[src/rtl/median_1xn_filter_if.sv]
// Pixel stream bundle around the 1xN binary filter: camera sideband and pixel word in,
// delayed sideband, filtered word and debug ones count out.
interface median_1xn_filter_if #(
  parameter int DATA_W = 16,
  parameter int HCNT_W = 10,
  parameter int PCNT_W = 11,
  parameter int CNT_W  = 4
);
  logic              Cam_enable_in;
  logic [HCNT_W-1:0] CamHsync_count_in;
  logic [PCNT_W-1:0] CamPix_count_in;
  logic [DATA_W-1:0] data_in;

  logic              Cam_enable_out;
  logic [HCNT_W-1:0] CamHsync_count_out;
  logic [PCNT_W-1:0] CamPix_count_out;
  logic [DATA_W-1:0] data_out;
  logic [CNT_W-1:0]  ones_count_out;

  modport master (
    output Cam_enable_in, CamHsync_count_in, CamPix_count_in, data_in,
    input  Cam_enable_out, CamHsync_count_out, CamPix_count_out, data_out, ones_count_out
  );

  modport slave (
    input  Cam_enable_in, CamHsync_count_in, CamPix_count_in, data_in,
    output Cam_enable_out, CamHsync_count_out, CamPix_count_out, data_out, ones_count_out
  );
endinterface

[src/rtl/median_1xn_filter.sv]
// 1xN binary erode/dilate/majority/threshold filter on one pixel bit, falling-edge pipeline.
// Latency (TAPS+1)/2 cycles; no backpressure, one result every clock.
module median_1xn_filter #(
  parameter int TAPS    = 9,
  parameter int BIT_SEL = 15,
  parameter int DATA_W  = 16,
  parameter int HCNT_W  = 10,
  parameter int PCNT_W  = 11,
  localparam int CNT_W  = $clog2(TAPS + 1)
) (
  input  logic             clk,
  input  logic             reset,
  input  logic [1:0]       mode,
  input  logic [CNT_W-1:0] thresh,
  median_1xn_filter_if.slave bus
);

  localparam int L = (TAPS + 1) / 2;

  typedef struct packed {
    logic              en;
    logic [HCNT_W-1:0] hs;
    logic [PCNT_W-1:0] px;
  } side_t;

  // The live input is the newest tap, so window plus decision register total exactly L stages.
  logic [TAPS-2:0]  win_px;
  logic [TAPS-2:0]  win_en;
  logic [TAPS-1:0]  tap_px;
  logic [TAPS-1:0]  tap_en;
  logic [CNT_W-1:0] ones;
  logic [CNT_W-1:0] nvalid;
  logic [CNT_W:0]   twice_ones;
  logic             decide;
  logic             dec_q;
  logic [CNT_W-1:0] ones_q;
  side_t            side_in;
  side_t            side_q [L];

  assign tap_px = {win_px, bus.data_in[BIT_SEL]};
  assign tap_en = {win_en, bus.Cam_enable_in};

  assign side_in.en = bus.Cam_enable_in;
  assign side_in.hs = bus.CamHsync_count_in;
  assign side_in.px = bus.CamPix_count_in;

  always_comb begin
    ones   = '0;
    nvalid = '0;
    for (int i = 0; i < TAPS; i++) begin
      if (tap_en[i]) begin
        nvalid = nvalid + CNT_W'(1);
        if (tap_px[i]) ones = ones + CNT_W'(1);
      end
    end
  end

  assign twice_ones = {ones, 1'b0};

  // Invalid taps are left out of nvalid, so erosion at a line edge only looks at real pixels.
  always_comb begin
    decide = 1'b0;
    case (mode)
      2'd0:    decide = (nvalid != '0) && (ones == nvalid);
      2'd1:    decide = (ones != '0);
      2'd2:    decide = (twice_ones > {1'b0, nvalid});
      default: decide = (ones >= thresh);
    endcase
  end

  always_ff @(negedge clk or posedge reset) begin
    if (reset) begin
      win_px <= '0;
      win_en <= '0;
      dec_q  <= 1'b0;
      ones_q <= '0;
      for (int i = 0; i < L; i++) side_q[i] <= '0;
    end else begin
      win_px    <= tap_px[TAPS-2:0];
      win_en    <= tap_en[TAPS-2:0];
      dec_q     <= decide;
      ones_q    <= ones;
      side_q[0] <= side_in;
      for (int i = 1; i < L; i++) side_q[i] <= side_q[i-1];
    end
  end

  assign bus.Cam_enable_out     = side_q[L-1].en;
  assign bus.CamHsync_count_out = side_q[L-1].hs;
  assign bus.CamPix_count_out   = side_q[L-1].px;
  assign bus.data_out           = (dec_q && side_q[L-1].en) ? {DATA_W{1'b1}} : {DATA_W{1'b0}};
  assign bus.ones_count_out     = ones_q;

endmodule

[src/flat_wrapper.sv]
// flat-port wrapper written by rule: the top's interface ports become plain ports
module median_1xn_filter_flat 
#(
  parameter int TAPS    = 9,
  parameter int BIT_SEL = 15,
  parameter int DATA_W  = 16,
  parameter int HCNT_W  = 10,
  parameter int PCNT_W  = 11,
  localparam int CNT_W  = $clog2(TAPS + 1)
)
  (clk, reset, mode, thresh, bus_Cam_enable_in, bus_CamHsync_count_in, bus_CamPix_count_in, bus_data_in, bus_Cam_enable_out, bus_CamHsync_count_out, bus_CamPix_count_out, bus_data_out, bus_ones_count_out);
  median_1xn_filter_if #(.DATA_W(DATA_W), .HCNT_W(HCNT_W), .PCNT_W(PCNT_W), .CNT_W((4))) bus_i ();
  input  logic clk;
  input  logic reset;
  input  logic [1:0] mode;
  input  logic [CNT_W-1:0] thresh;
  input wire logic [$bits(bus_i.Cam_enable_in)-1:0] bus_Cam_enable_in;
  input wire logic [$bits(bus_i.CamHsync_count_in)-1:0] bus_CamHsync_count_in;
  input wire logic [$bits(bus_i.CamPix_count_in)-1:0] bus_CamPix_count_in;
  input wire logic [$bits(bus_i.data_in)-1:0] bus_data_in;
  output wire logic [$bits(bus_i.Cam_enable_out)-1:0] bus_Cam_enable_out;
  output wire logic [$bits(bus_i.CamHsync_count_out)-1:0] bus_CamHsync_count_out;
  output wire logic [$bits(bus_i.CamPix_count_out)-1:0] bus_CamPix_count_out;
  output wire logic [$bits(bus_i.data_out)-1:0] bus_data_out;
  output wire logic [$bits(bus_i.ones_count_out)-1:0] bus_ones_count_out;
  assign bus_i.Cam_enable_in = bus_Cam_enable_in;
  assign bus_i.CamHsync_count_in = bus_CamHsync_count_in;
  assign bus_i.CamPix_count_in = bus_CamPix_count_in;
  assign bus_i.data_in = bus_data_in;
  assign bus_Cam_enable_out = bus_i.Cam_enable_out;
  assign bus_CamHsync_count_out = bus_i.CamHsync_count_out;
  assign bus_CamPix_count_out = bus_i.CamPix_count_out;
  assign bus_data_out = bus_i.data_out;
  assign bus_ones_count_out = bus_i.ones_count_out;
  median_1xn_filter #(.TAPS(TAPS), .BIT_SEL(BIT_SEL), .DATA_W(DATA_W), .HCNT_W(HCNT_W), .PCNT_W(PCNT_W)) u_core (.clk(clk), .reset(reset), .mode(mode), .thresh(thresh), .bus(bus_i));
endmodule
[config.mk]
export PLATFORM = sky130hd
export DESIGN_NAME = median_1xn_filter_flat
export DESIGN_NICKNAME = d
export VERILOG_FILES = /design/src/rtl/median_1xn_filter_if.sv /design/src/rtl/median_1xn_filter.sv /design/src/flat_wrapper.sv
export SDC_FILE = /design/constraint.sdc
export NUM_CORES = 1
export LEC_CHECK = 0
export ABC_AREA = 1
export BUFFER_PORTS_ARGS = -buffer_cell sky130_fd_sc_hd__buf_2
export CAP_MARGIN = 20
export CORE_UTILIZATION = 50
export CTS_CLUSTER_DIAMETER = 120
export DETAILED_ROUTE_END_ITERATION = 12
export HOLD_SLACK_MARGIN = 0.06
export PLACE_DENSITY = 0.87
export SLEW_MARGIN = 5
export SYNTH_ARGS = -nofsm -noshare
export SYNTH_HDL_FRONTEND = slang
export SYNTH_SLANG_ARGS = --single-unit
[constraint.sdc]
create_clock -name clk -period 5.4 [get_ports clk]
set_input_delay 0.81 -clock clk [delete_from_list [all_inputs] [get_ports clk]]
set_output_delay 0.81 -clock clk [all_outputs]
set_load 0.02 [all_outputs]
==> metrics.md <==
| Metric | Value |
|---|---|
| Outcome | `finished with violations` |
| Failing checks | `setup timing` |
| Num ports | `88` |
| Final critical-path setup slack | `-2200 ps` |
| Drt wl/cell | `13.8 µm` |
| Clock power frac | `40.1%` |
| # DRC | `0` |
| Sequential share of power | `35.9%` |
| Starting DRT DRC Count | `184` |
| Most frequent cells in the layout | `126 x dfrtn_1, 105 x nand2_1, 79 x buf_4` |
| GRT met3 Usage | `5.68%` |
| PD cells | `375 mW/mm²` |
| Via/cell ratio | `4.85` |
| CP max stage delay | `310 ps` |
| Pint | `2040 µW` |
| Avg Inst Size Synth | `10.0 µm²` |
| Syn-to-layout area delta | `44.0%` |
| Skew-Pair Late Insertion Delay | `440 ps` |
| Hold WS | `293 ps` |
| Final net count | `762` |
| Register area share after synthesis | `59.4%` |
| Crit. End Element | `register` |
| Gr ovfl total | `0` |
| Dpl cell area | `0.00631 mm²` |
| CTS tree | `built` |
| Flop-to-flop setup slack | `320 ps` |
| Worst reg2reg path startpoint | `u_core.win_en[0]$_DFF_NP0_` |
| Worst slew pin tran | `423 ps` |
| Hold Path Class | `reg -> reg` |
| CTS Sinks | `126` |
| Final Skew | `4.42 ps` |
| Longest Clk Path Bufs | `2` |
| Drt total wl | `11700 µm` |
| Maxcap violations | `0` |
| CTS H-Tree Depth | `4` |
| Die Wd | `105 µm` |
| CTS Buf Count | `17` |
| Pre-Repair DR Iteration Count | `5` |
| Max Slew Vio Count | `0` |
| End of the critical path | `u_core.dec_q$_DFF_NP0_` |
| Critical path's most frequent cell | `nand2_2` |
| Leading cell type in the layout, fill and taps excluded | `dfrtn_1` |
| CP max FO | `4` |
| Synthesis-stage register bit count | `126` |
| GP Congestion | `0.851` |
| WP data required | `2990 ps` |
| Initial antenna violation count | `0` |
| CP Launch Point | `bus_Cam_enable_in` |
| Ys Warns | `0` |
| DP HPWL | `6960 µm` |
| Initial Util | `51.4%` |
| RSZ-0062 raised after global routing | `true` |
| Max-slew headroom | `71.8%` |
| Met2 usage | `40.6%` |
| WS Path Type | `in -> reg` |
| Maximum vdd drop | `0.336 mV` |
| CTS Root Cell | `clkbuf_8` |
| First-pass GRT wire length | `18100 µm` |
| Final setup violation count | `5` |
| Fillers | `604` |
| Sw power | `820 µW` |
| Share of post-route cells with drive strength above 1 | `48.1%` |
| Via Count | `4088` |
| ANT nets after route | `0` |
| Syn Nets | `599` |
| Most Used Layer, Global Route | `met2` |
| Die area | `0.0110 mm²` |
| Switching Fraction | `28.6%` |
| Worst r2r path cells | `34` |
| GRT Util Overall | `21.3%` |
| Vias in the first global route | `4183` |
| GR Util met1 | `21.2%` |
| R2r endpoint | `u_core.dec_q$_DFF_NP0_` |
| Crit path DAT | `5180 ps` |
| Final Non-Filler Cells | `843` |
| Antenna cells | `0` |
| Cell count after synthesis | `531` |
| Startpoint types | `input port` |
| Placed insts | `780` |
| Pleak | `0.00402 µW` |
| Design area | `0.00764 mm²` |
| Die height | `105 µm` |
| Yosys cell types | `25` |
| Core Box Area | `0.0103 mm²` |
| Setup TNS Final | `-6770 ps` |
| Clock transition at path regs | `40 ps` |
| Final Hold Fails | `0` |
| Slowest stage cell, crit path | `ha_1` |
| Port Buffers | `72` |
| Row Count | `37` |
| Maximum number of pins on one net before global-route repair | `87` |
| Syn Std Cell Area | `0.00531 mm²` |
| Share of power burned in combinational logic | `24.0%` |
## layer usage
layer  vias up  part of all wire [%]
li1       1930                     -
met1      1961                    35
met2       143                    57
met3        54                   4.3
met4         0                   3.9
met5         -                     0
## flip-flops by register name (all words and copies together) (netlist names)
signal and cells:
u_core.win_en 8, u_core.side_q 84, u_core.bus.CamPix_count_out 11, u_core.bus.CamHsync_count_out 10, u_core.bus.ones_count_out 4, u_core.dec_q 1, u_core.win_px 8
## cells by family (layout without fill, tap and decap cells)
family	count (synthesis)	in the layout	synth area share, %
AOI/OAI and AO/OA	12	12	1.34
xor gates and xnor gates	1	1	0.306
adders and majority gates	22	22	5.18
buffers and inverters	115	291	10.7
DFF	126	126	59.4
and+or+nand+nor	255	255	23.0
## worst min path at each step
stage                                                             to  slack (ps)  depth (start not counted)                    startpoint
after floorplan           u_core.bus.CamHsync_count_out[0]$_DFF_NP0_         290                          0   u_core.side_q[33]$_DFF_NP0_
after global placement    u_core.bus.CamHsync_count_out[5]$_DFF_NP0_         290                          0   u_core.side_q[38]$_DFF_NP0_
after detailed placement  u_core.bus.CamHsync_count_out[4]$_DFF_NP0_         300                          0   u_core.side_q[37]$_DFF_NP0_
after CTS                                u_core.side_q[78]$_DFF_NP0_         300                          0  u_core.side_q[100]$_DFF_NP0_
after global routing                     u_core.side_q[42]$_DFF_NP0_         300                          0   u_core.side_q[64]$_DFF_NP0_
final                                    u_core.side_q[56]$_DFF_NP0_         290                          0   u_core.side_q[78]$_DFF_NP0_
## power groups by stage
stage          registers (µW)  logic [µW]  clock network, µW
3_3_place_gp             1040         495                  0
4_1_cts                  1030         612               1170
3_5_place_dp             1040         525                  0
6_report                 1030         687               1150
2_1_floorplan            1040         345                  0
5_1_grt                  1030         750               1220
## through the flow
stage	total power, µW	utilization [%]	setup WS (ps)
6_report	2860	74.0	-2200
2_1_floorplan	1390	-	-2370
3_3_place_gp	1530	61.1	-2700
3_5_place_dp	1570	61.1	-2950
5_1_grt	3000	74.0	-2440
4_1_cts	2810	71.3	-2160
## timing repair
action,CTS,global route
resized for setup,66,55
buffers inserted,22,11
endpoints found under the setup margin,5,5
hold buffers,0,0
pin swaps,39,36
## Yosys cell counts (all sizes together)
cell type / n / area [µm²]
nand4: 4 / 40.0
nand3: 58 / 360
a21boi: 2 / 15.0
buf: 36 / 270
ha: 22 / 275
clkinv: 2 / 10.0
xnor2: 1 / 16.3
nor3: 1 / 5.00
dfrtn: 126 / 3150
o21a: 1 / 7.51
nand2: 165 / 699
or2: 5 / 31.3
nor2: 22 / 87.6
o21ai: 4 / 23.8
inv: 77 / 289
a21oi: 5 / 25.0
## layout make-up
| type | instances | area, µm² | share of cell area [%] |
|---|---|---|---|
| multi-input combinational | 290 | 2070 | 27.1 |
| sequential | 126 | 3150 | 41.3 |
| clock inverter | 14 | 183 | 2.39 |
| clock buffer | 18 | 428 | 5.60 |
| inverter | 79 | 310 | 4.06 |
| tap | 136 | 170 | 2.23 |
| timing repair buffer | 180 | 1330 | 17.4 |
## critical path: cells and delay by family
family | cells | cell delay, ps
simple gates | 15 | 1370
buf+inv | 8 | 550
compound gates | 4 | 440
fa+ha+maj | 8 | 2010
Note: power is estimated with default switching activity, not from simulation.
